`src/rtl/frame_sequencer.sv`:
```
// Frame sequencer: latches a shadow viewport config, launches one scheduler frame per
// request (single or back-to-back run), and tracks completions and a frame watchdog.
module frame_sequencer #(
    parameter int WIDTH  = 32,
    parameter int ITER_W = 16,
    parameter int H_RES  = 320,
    parameter int V_RES  = 172,
    parameter int TO_W   = 24
) (
    input  logic              clk,
    input  logic              rst_n,
    input  logic [WIDTH-1:0]  cfg_view_x,
    input  logic [WIDTH-1:0]  cfg_view_y,
    input  logic [WIDTH-1:0]  cfg_step,
    input  logic [ITER_W-1:0] cfg_max_iter,
    input  logic              cfg_commit,
    input  logic              ctrl_run,
    input  logic              ctrl_single,
    input  logic              irq_clr,
    output logic              frame_start,
    input  logic              sched_busy,
    input  logic              sched_done,
    output logic [WIDTH-1:0]  c_re_start,
    output logic [WIDTH-1:0]  c_im_start,
    output logic [WIDTH-1:0]  c_re_step,
    output logic [WIDTH-1:0]  c_im_step,
    output logic [ITER_W-1:0] max_iter,
    output logic              seq_busy,
    output logic [15:0]       frame_count,
    output logic              irq_frame,
    output logic              err_timeout
);
    typedef enum logic [2:0] {S_IDLE, S_LOAD, S_START, S_WAIT_ACK, S_RUN, S_DONE} state_t;

    localparam logic [WIDTH-1:0] HALF_H = WIDTH'(H_RES / 2);
    localparam logic [WIDTH-1:0] HALF_V = WIDTH'(V_RES / 2);
    localparam logic [TO_W-1:0]  WD_MAX = '1;

    state_t              r_state, w_next;
    logic [WIDTH-1:0]    r_sh_x, r_sh_y, r_sh_step;
    logic [ITER_W-1:0]   r_sh_iter;
    logic [WIDTH-1:0]    r_re_start, r_im_start, r_step;
    logic [ITER_W-1:0]   r_max_iter;
    logic [15:0]         r_frame_count;
    logic                r_irq, r_err;
    logic [TO_W-1:0]     r_wd;

    logic [WIDTH-1:0]    w_re_off, w_im_off;
    logic [TO_W-1:0]     w_wd_inc;
    logic                w_in_wd, w_wd_hit;

    // Offsets wrap to WIDTH bits, matching two's-complement fixed-point arithmetic.
    assign w_re_off = r_sh_step * HALF_H;
    assign w_im_off = r_sh_step * HALF_V;
    assign w_in_wd  = (r_state == S_WAIT_ACK) || (r_state == S_RUN);
    assign w_wd_inc = r_wd + TO_W'(1);
    // Flag fires once on the step into all-ones; the saturated count does not re-fire it.
    assign w_wd_hit = w_in_wd && (r_wd != WD_MAX) && (w_wd_inc == WD_MAX);

    always_ff @(posedge clk or negedge rst_n) begin
        if (!rst_n) r_state <= S_IDLE;
        else        r_state <= w_next;
    end

    always_comb begin
        w_next = r_state;
        case (r_state)
            S_IDLE:     if (ctrl_single || ctrl_run) w_next = S_LOAD;
            S_LOAD:     w_next = S_START;
            S_START:    w_next = S_WAIT_ACK;
            S_WAIT_ACK: if (sched_busy) w_next = S_RUN;
            S_RUN:      if (sched_done) w_next = S_DONE;
            S_DONE:     w_next = ctrl_run ? S_LOAD : S_IDLE;
            default:    w_next = S_IDLE;
        endcase
    end

    always_comb begin
        frame_start = (r_state == S_START);
        seq_busy    = (r_state != S_IDLE);
    end

    always_ff @(posedge clk or negedge rst_n) begin
        if (!rst_n) begin
            r_sh_x        <= '0;
            r_sh_y        <= '0;
            r_sh_step     <= '0;
            r_sh_iter     <= '0;
            r_re_start    <= '0;
            r_im_start    <= '0;
            r_step        <= '0;
            r_max_iter    <= '0;
            r_frame_count <= '0;
            r_irq         <= 1'b0;
            r_err         <= 1'b0;
            r_wd          <= '0;
        end else begin
            if (cfg_commit) begin
                r_sh_x    <= cfg_view_x;
                r_sh_y    <= cfg_view_y;
                r_sh_step <= cfg_step;
                r_sh_iter <= cfg_max_iter;
            end
            if (r_state == S_LOAD) begin
                r_re_start <= r_sh_x - w_re_off;
                r_im_start <= r_sh_y - w_im_off;
                r_step     <= r_sh_step;
                r_max_iter <= (r_sh_iter == '0) ? ITER_W'(1) : r_sh_iter;
            end
            if (r_state == S_START)                r_wd <= '0;
            else if (w_in_wd && (r_wd != WD_MAX))  r_wd <= w_wd_inc;
            if (r_state == S_DONE) r_frame_count <= r_frame_count + 16'd1;
            if (r_state == S_DONE) r_irq <= 1'b1;
            else if (irq_clr)      r_irq <= 1'b0;
            if (w_wd_hit)          r_err <= 1'b1;
            else if (irq_clr)      r_err <= 1'b0;
        end
    end

    assign c_re_start  = r_re_start;
    assign c_im_start  = r_im_start;
    assign c_re_step   = r_step;
    assign c_im_step   = r_step;
    assign max_iter    = r_max_iter;
    assign frame_count = r_frame_count;
    assign irq_frame   = r_irq;
    assign err_timeout = r_err;
endmodule

```
`config.mk`:
```
export PLATFORM = sky130hd
export DESIGN_NAME = frame_sequencer
export DESIGN_NICKNAME = d
export VERILOG_FILES = /design/src/rtl/frame_sequencer.sv
export SDC_FILE = /design/constraint.sdc
export NUM_CORES = 1
export LEC_CHECK = 0
export CAP_MARGIN = 10
export CORE_MARGIN = 2
export CORE_UTILIZATION = 55
export CTS_BUF_LIST = sky130_fd_sc_hd__clkbuf_8 sky130_fd_sc_hd__clkbuf_16
export DETAILED_ROUTE_END_ITERATION = 8
export PLACE_DENSITY = 0.91
export REMOVE_ABC_BUFFERS = 1
export SLEW_MARGIN = 0
export SYNTH_ARGS = -nofsm -noshare
export SYNTH_HDL_FRONTEND = slang
export SYNTH_SLANG_ARGS = --single-unit
```
`constraint.sdc`:
```
create_clock -name clk -period 6.28 [get_ports clk]
set_input_delay 1.256 -clock clk [delete_from_list [all_inputs] [get_ports clk]]
set_output_delay 1.256 -clock clk [all_outputs]
set_load 0.01 [all_outputs]
```
* Word level (Yosys, flattened, before mapping)
Index checks and enable logic that the tools add are counted.
Storage, ports and cells: memory bits (writable) 0, register bits 269, word-level logic and storage cells 51, latch bits 0, output and inout port bits 164, memories kept 0, input bits 120, bits in read-only memories 0
Operators by class: reduce and logical (&&, ||, !) cells 11, multiplexer cells 11, $lt $le $gt $ge 0, add/subtract/negate cells 4, multipliers 2, div/mod/pow operators 0, shifts and indexed selects 0, bitwise operators 0, equal/unequal tests 10
Operator list (number):
- $sub 32x32->32 | 2
- $mux 24 | 2
- $mul 32x3->27 const B | 1
- $mul 32x6->31 const B | 1
- $add 24x1->24 const B | 1
- $eq 24x24->1 const B | 1
- $ne 24x24->1 const B | 1
- $pmux 3 s6 | 1
- $add 16x1->16 const B | 1
- $logic_not 16->1 | 1
- $mux 16 | 1
- $mux 3 | 3
- $eq 3x2->1 const B | 2
- $eq 3x3->1 const B | 2
- $ne 2x2->1 const B | 3
- $reduce_bool 2->1 | 3
- $mux 1 | 4
- $eq 3x1->1 const B | 1
- $logic_not 3->1 | 1
- $reduce_and 3->1 | 1
- $reduce_bool 3->1 | 1
- $logic_and 1x1->1 | 2
- $logic_or 1x1->1 | 2

* Longest topological paths before layout
Gate-level depths: netlist (run 1).
depth in word-level cells 5, gate-level depth with buffers 26, depth with buffers taken out 25

* Least setup slack after synthesis (run 1)
No wires, ideal clock.
kind reg2reg, start register r_sh_step[3], end register r_im_start[31] (netlist: c_im_start[31]), slack 0.523 ns, arrival 5.665 ns, library setup time 0.092 ns, stages on the path, launching flop included 25, path buffers 0, clock period less this slack 5.757 ns, data required time 6.188 ns, cells stage by stage dfrtp_1 > ha_1 > fa_1 > inv_1 > fa_1 > inv_1 > ha_1 > or2_2 > a21boi_4 > a311oi_4 > o21bai_2 > a21o_2 > a21o_1 > a21oi_1 > xor2_1 > ha_1 > a211oi_1 > o21ai_0 > o21ai_0 > o311ai_1 > a2111oi_2 > nor3_1 > o31a_1 > o211a_1 > o31ai_2
Between the ends: longest elaborated chain between the ends 2
Ends and longest elaborated chain:
- start, declared | RTL line 40 | logic [WIDTH-1:0] r_sh_x, r_sh_y, r_sh_step;
- start signal, assigned | RTL line 101 | r_sh_step <= cfg_step;
- $mul 32x6->31 | RTL line 54 | assign w_im_off = r_sh_step * HALF_V;
- $sub 32x32->32 | RTL line 106 | r_im_start <= r_sh_y - w_im_off;
- end signal, assigned | RTL line 106
- end, declared | RTL line 42 | logic [WIDTH-1:0] r_re_start, r_im_start, r_step;
No other way between the ends. A chain may end at the register's enable or synchronous reset.

* Worst setup path in the final report (run 1)
Ends and elaborated chain as after synthesis.

==> impl_metrics.env, run 1 <==
export IMPL_htree_levels=1
export IMPL_routed_wl_um=47600
export IMPL_crit_top_cell="ha_1"
export IMPL_synthTopCellsByArea="dfrtp_1, ha_1, mux2_2"
export IMPL_dp_cells=2575
export IMPL_finalNonFillerCells=2638
export IMPL_grt_pass1_wl_um=77700
export IMPL_ys_async_sr_fraction=1.00
export IMPL_cp_end_kind="flop"
export IMPL_grt_pass1_vias=15800
export IMPL_setup_viol=0
export IMPL_grt_usage=0.267
export IMPL_slew_viol_final=0
export IMPL_yosys_warnings=0
export IMPL_crit_chain="ha_1 -> fa_1 -> fa_1 -> ha_1 -> a2111oi_4 -> o21ai_2 -> a311oi_4 -> o21bai_2 -> a21o_2 -> a21o_1 -> a21oi_2 -> xor2_1 -> ha_1 -> o21a_1 -> o21ai_1 -> o311ai_2 -> a2111oi_2 -> buf_4 -> nor3_1 -> o31a_1 -> o211a_1 -> o31ai_2"
export IMPL_synth_top_area_frac=0.367
export IMPL_skew_ns=0.0138
export IMPL_hpwlAfterDp_um=34300
export IMPL_finalSetupTns_ns=0
export IMPL_yosys_area_top_type="dfrtp_1"
export IMPL_post_route_min_period_ns=6.17
export IMPL_syn_to_final_growth_pct=22.9
export IMPL_cts_hold_buf=0
export IMPL_placed_cell_area_um2=21400
export IMPL_ys_ff_latch=269
export IMPL_netlist_area_um2=18400
export IMPL_pin_count=284
export IMPL_max_slew_worst_pin_slew_ns=1.09
export IMPL_cts_buffers_inserted=29
export IMPL_required_ns=6.76
export IMPL_multiInputGateArea_um2=10600
export IMPL_synth_edff_count=0
export IMPL_run_status="finished, final reports clean"
export IMPL_synth_avg_cell_area_um2=9.52
export IMPL_root_buffer="clkbuf_16"
export IMPL_gp_congestion=0.963
export IMPL_final_cell_mix="nand2_1, clkdlybuf4s50_1, dfrtp_1"
export IMPL_coreArea_um2=32700
export IMPL_rows=66
export IMPL_grt_overflow_total=0
export IMPL_ir_drop_uv=378
export IMPL_crit_path_max_fanout=5
export IMPL_startpoint_type="flop"
export IMPL_yosys_most_used_dff="dfrtp_1"
export IMPL_nets=2514
export IMPL_ctsLongestPathBuffers=3
export IMPL_timing_final_crit_share=0.983
export IMPL_drive_gt1_frac=0.0995
export IMPL_final_common_cell="nand2_1"
export IMPL_place_ws_ns=-0.0497
export IMPL_worstSkewPairLatency_ns=0.58
export IMPL_max_slew_margin=0.270
export IMPL_drc=0
export IMPL_antenna_left=0
export IMPL_rsz0062_at_grt="true"
export IMPL_die_w_um=187
export IMPL_cap_violations=0
export IMPL_syn_inst=1928
export IMPL_start_util=0.561
export IMPL_dieHeight_um=187
export IMPL_num_vias=15300
export IMPL_cts_sinks=269
export IMPL_grt_max_degree=122
export IMPL_hold_viol_final=0
export IMPL_io_buffers=283
export IMPL_cpMaxStageDelayCell="fa_1"
export IMPL_powerDensity_nw_per_um2=601
export IMPL_cts_tree="done"
export IMPL_drt_first_pass_iters=6
export IMPL_fin_ws_ns=0.108
export IMPL_antenna_found_initial=4
export IMPL_clock_fmax_ghz=0.162
export IMPL_seqCellArea_um2=6740
export IMPL_p_leak_nw=10.6
export IMPL_fillers=2302
export IMPL_critical_path_arrival_ns=6.66
export IMPL_clkTransAtPathRegs_ns=0.06
export IMPL_finalPower_mw=13.6
export IMPL_die_area_um2=34800
export IMPL_vias_per_cell=5.79
export IMPL_hp_class="reg2reg"
export IMPL_criticalPathCategory="reg2reg"
export IMPL_wl_per_cell_um=18.1
export IMPL_ys_types=84
export IMPL_yosysSeqAreaShare=0.367
export IMPL_design_area_um2=22500
export IMPL_critPathMaxStageDelay_ns=0.53
export IMPL_first_iter_violations=1063
==> metrics by stage <==
step / hold WS [ns] / util
final: 0.470 / 0.690
after global routing: 0.498 / 0.690
after CTS: 0.474 / 0.686
after detailed placement: 0.459 / 0.654
after global placement: 0.442 / 0.654
after floorplan: 0.435 / -
==> synthesized netlist by cell type, drive strengths merged (9+ instances only) <==
| library cell | count |
|---|---|
| a31oi | 14 |
| ha | 169 |
| and3 | 18 |
| inv | 177 |
| nand3 | 35 |
| xor2 | 54 |
| dfrtp | 269 |
| or3 | 12 |
| nor4 | 9 |
| nor2 | 73 |
| fa | 54 |
| mux2 | 110 |
| nand2b | 11 |
| o211ai | 11 |
| clkbuf | 51 |
| nor2b | 11 |
| o21bai | 11 |
| o31ai | 17 |
| nand4 | 16 |
| a21o | 34 |
| nand2 | 308 |
| o21a | 16 |
| a21oi | 85 |
| nor3 | 27 |
| and2 | 12 |
| a211oi | 15 |
| buf | 36 |
| xnor2 | 58 |
| o21ai | 120 |
==> what timing repair did <==
item	4_1_cts	5_1_grt
pin swaps	2	5
setup endpoints to repair	2	5
buffers inserted	0	6
cloned	0	0
gates resized for setup	3	15
==> per-layer routing <==
layer  share of wire  wire (um)  up-vias  track usage
met1            0.39      18700     7432        0.323
met4           0.043       2070        0        0.114
li1                -          -     7099            -
met3           0.064       3050      152       0.0478
met2            0.50      23800      593        0.468
met5               0          0        -            0
==> registers in the layout, summed over array words and instances, names as in the netlist, 3 cells and up <==
| signal | count |
|---|---|
| c_im_start | 32 |
| c_im_step | 32 |
| c_re_start | 32 |
| frame_count | 16 |
| max_iter | 16 |
| r_sh_iter | 16 |
| r_sh_step | 32 |
| r_sh_x | 32 |
| r_sh_y | 32 |
| r_state | 3 |
| r_wd | 24 |
==> report_power, final <==
group | internal (mW) | switching (mW) | total (mW)
clock | 1.13 | 0.727 | 1.85
sequential | 2.20 | 0.365 | 2.57
combinational | 4.09 | 5.05 | 9.14
==> kinds of logic after synthesis <==
family                   synth area share
AO/OA/AOI/OAI                       0.141
flip-flops                          0.367
AND/OR/NAND/NOR                     0.136
multiplexers                       0.0680
XOR/XNOR                           0.0535
adder cells (fa/ha/maj)             0.174
buffers and inverters              0.0605
==> layout make-up <==
type	count	area share
Timing Repair Buffer	299	0.132
Multi-Input combinational cell	1395	0.469
Clock buffer	36	0.0365
Antenna cell	4	0.000444
Inverter	177	0.0295
Tap cell	442	0.0245
Sequential cell	269	0.299
Clock inverter	16	0.00949
==> final timing paths <==
| path | slack, ns | cells past startpoint | start | endpoint |
|---|---|---|---|---|
| worst max register to register | 0.11 | 22 | r_sh_step[3] | c_im_start[31] |
| worst max-delay path | 0.11 | 22 | r_sh_step[3] | c_im_start[31] |
| min in group asynchronous | 0.67 | 1 | rst_n | r_wd[7] |
| max in group asynchronous | 4.26 | 2 | rst_n | r_sh_x[18] |
| worst min-delay path | 0.47 | 2 | r_sh_x[3] | c_re_start[3] |
| worst min register to register | 0.47 | 2 | r_sh_x[3] | c_re_start[3] |
==> critical path: cells and delay by family, from the launching register on <==
kind	cells	cell delay, ns
buffers and inverters	1	0.18
XOR/XNOR	1	0.18
AND/OR/NAND/NOR	1	0.05
AO/OA/AOI/OAI	14	3.12
adder cells (fa/ha/maj)	5	2.08
flip-flops	1	0.47
(Power assumes the default switching activity.)
==> inputs of run 2 (changes only) <==
--- a/config.mk
+++ b/config.mk
@@ -5,12 +5,13 @@
 export SDC_FILE = /design/constraint.sdc
 export NUM_CORES = 1
 export LEC_CHECK = 0
+export ABC_AREA = 0
 export CAP_MARGIN = 10
 export CORE_MARGIN = 2
-export CORE_UTILIZATION = 55
+export CORE_UTILIZATION = 50
 export CTS_BUF_LIST = sky130_fd_sc_hd__clkbuf_8 sky130_fd_sc_hd__clkbuf_16
 export DETAILED_ROUTE_END_ITERATION = 8
-export PLACE_DENSITY = 0.91
+export PLACE_DENSITY = 0.85
 export REMOVE_ABC_BUFFERS = 1
 export SLEW_MARGIN = 0
 export SYNTH_ARGS = -nofsm -noshare
==> run 2 against run 1 <==
Compared with the run above: non-clock buffer count stayed put; clock skew fell by 0.0031 ns; core utilization decreased by 6.8 points; sequential share of layout area shrank 0.057 points; critical path type unchanged; sequential power about the same; global-route usage fell by 3.0 points; first-iteration DRC count shrank 40%; fmax grew 2.2%; via count down 4.5%.
==> impl_metrics.env, run 2 (synthesis results as in run 1) <==
export IMPL_setup_viol=0
export IMPL_ctsLongestPathBuffers=3
export IMPL_startpoint_type="flop"
export IMPL_placed_cell_area_um2=21400
export IMPL_dieHeight_um=196
export IMPL_critPathMaxStageDelay_ns=0.54
export IMPL_fin_ws_ns=0.243
export IMPL_hpwlAfterDp_um=33500
export IMPL_first_iter_violations=634
export IMPL_grt_usage=0.237
export IMPL_powerDensity_nw_per_um2=584
export IMPL_start_util=0.505
export IMPL_grt_overflow_total=0
export IMPL_hp_class="reg2reg"
export IMPL_criticalPathCategory="reg2reg"
export IMPL_drt_first_pass_iters=6
export IMPL_design_area_um2=22600
export IMPL_post_route_min_period_ns=6.04
export IMPL_r2r_end="c_im_start[31]"
export IMPL_vias_per_cell=5.48
export IMPL_antenna_left=0
export IMPL_drc=0
export IMPL_io_buffers=283
export IMPL_finalPower_mw=13.2
export IMPL_rrSetupSlack_ns=0.24
export IMPL_ir_drop_uv=374
export IMPL_gp_congestion=0.922
export IMPL_pin_count=284
export IMPL_seqCellArea_um2=6740
export IMPL_rows=70
export IMPL_critical_path_arrival_ns=6.51
export IMPL_nets=2515
export IMPL_syn_to_final_growth_pct=23.1
export IMPL_grt_pass1_wl_um=74700
export IMPL_max_slew_worst_pin_slew_ns=1.18
export IMPL_cp_end_kind="flop"
export IMPL_die_w_um=196
export IMPL_crit_family="compound AO/OA/AOI/OAI gates"
export IMPL_drive_gt1_frac=0.101
export IMPL_routed_wl_um=45200
export IMPL_grt_max_degree=105
export IMPL_max_slew_margin=0.213
export IMPL_required_ns=6.75
export IMPL_place_ws_ns=-0.0619
export IMPL_cts_tree="done"
export IMPL_htree_levels=1
export IMPL_worstSkewPairLatency_ns=0.57
export IMPL_startpoint="r_sh_step[2]"
export IMPL_root_buffer="clkbuf_16"
export IMPL_final_cell_mix="nand2_1, clkdlybuf4s50_1, dfrtp_1"
export IMPL_cp_num_cells=24
export IMPL_slew_viol_final=0
export IMPL_clkTransAtPathRegs_ns=0.06
export IMPL_cts_sinks=269
export IMPL_clock_fmax_ghz=0.166
export IMPL_cts_hold_buf=0
export IMPL_worst_path_buf_inv=3
export IMPL_endpoint="c_im_start[31]"
export IMPL_timing_final_crit_share=0.961
export IMPL_cts_buffers_inserted=30
export IMPL_num_vias=14600
export IMPL_crit_path_max_fanout=6
export IMPL_skew_ns=0.0107
export IMPL_antenna_found_initial=3
export IMPL_cpMaxStageDelayCell="fa_1"
export IMPL_die_area_um2=38300
export IMPL_cap_violations=0
export IMPL_multiInputGateArea_um2=10600
export IMPL_crit_chain="ha_4 -> fa_1 -> inv_1 -> fa_1 -> inv_1 -> ha_1 -> a2111oi_4 -> o21ai_2 -> a311oi_4 -> o21bai_2 -> a21o_2 -> a21o_1 -> a21oi_2 -> xor2_1 -> ha_1 -> o21a_1 -> o21ai_1 -> o311ai_2 -> a2111oi_2 -> buf_4 -> nor3_2 -> o31a_1 -> o211a_1 -> o31ai_2"
export IMPL_coreArea_um2=36300
export IMPL_run_status="finished, final reports clean"
export IMPL_final_common_cell="nand2_1"
export IMPL_regToRegStartpoint="r_sh_step[2]"
export IMPL_p_leak_nw=10.5
export IMPL_fillers=2795
export IMPL_grt_pass1_vias=15100
export IMPL_final_util=0.622
export IMPL_wl_per_cell_um=17.0
export IMPL_ff2ff_path_depth=24
export IMPL_hold_viol_final=0
[run 2: worst min path at each step]
stage / from / endpoint / slack [ns] / cells after the start
floorplan: r_sh_y[0] / c_im_start[0] / 0.43 / 2
CTS: r_sh_x[2] / c_re_start[2] / 0.47 / 2
global placement: r_sh_x[0] / c_re_start[0] / 0.44 / 2
detailed placement: r_sh_x[2] / c_re_start[2] / 0.45 / 2
finish: r_sh_x[2] / c_re_start[2] / 0.47 / 2
global route: r_sh_y[0] / c_im_start[0] / 0.49 / 2
[run 2: report_power, final]
group          switching (mW)  internal [mW]
registers               0.348           2.20
clock network           0.710           1.06
logic                    4.86           4.00
[run 2: through the flow]
step / std cells / TNS, ns / hold slack [ns]
after floorplan: 1841 / 0 / 0.435
after global placement: 2602 / 0 / 0.441
after detailed placement: 2602 / -0.0648 / 0.454
after CTS: 2652 / 0 / 0.469
after global routing: 2661 / -0.0350 / 0.487
final: 2661 / 0 / 0.465
[run 2: metal layers]
metal / up-vias / track usage / part of all wire
met2: 363 / 0.414 / 0.49
met3: 100 / 0.0478 / 0.055
met4: 0 / 0.0792 / 0.031
met1: 7005 / 0.294 / 0.42
met5: - / 0 / 0
li1: 7113 / - / -
[run 2: layout make-up]
cell class,instances,share of cell area
multi-input combinational,1395,0.471
sequential,269,0.298
timing repair buffer,299,0.131
clock buffer,37,0.0375
inverter,177,0.0294
tap,468,0.0259
clock inverter,13,0.00648
antenna,3,0.000332
[run 2: tightest hold or removal path, delay by kind of cell, from the launching register on]
family	cells	cell delay, ns
DFF	1	0.34
and+or+nand+nor	2	0.10
[run 2: repair_timing]
item                                    CTS  global route
endpoints found under the setup margin    2             3
pin swaps                                 1             5
gates resized for setup                   1            24
setup buffers                             0             6
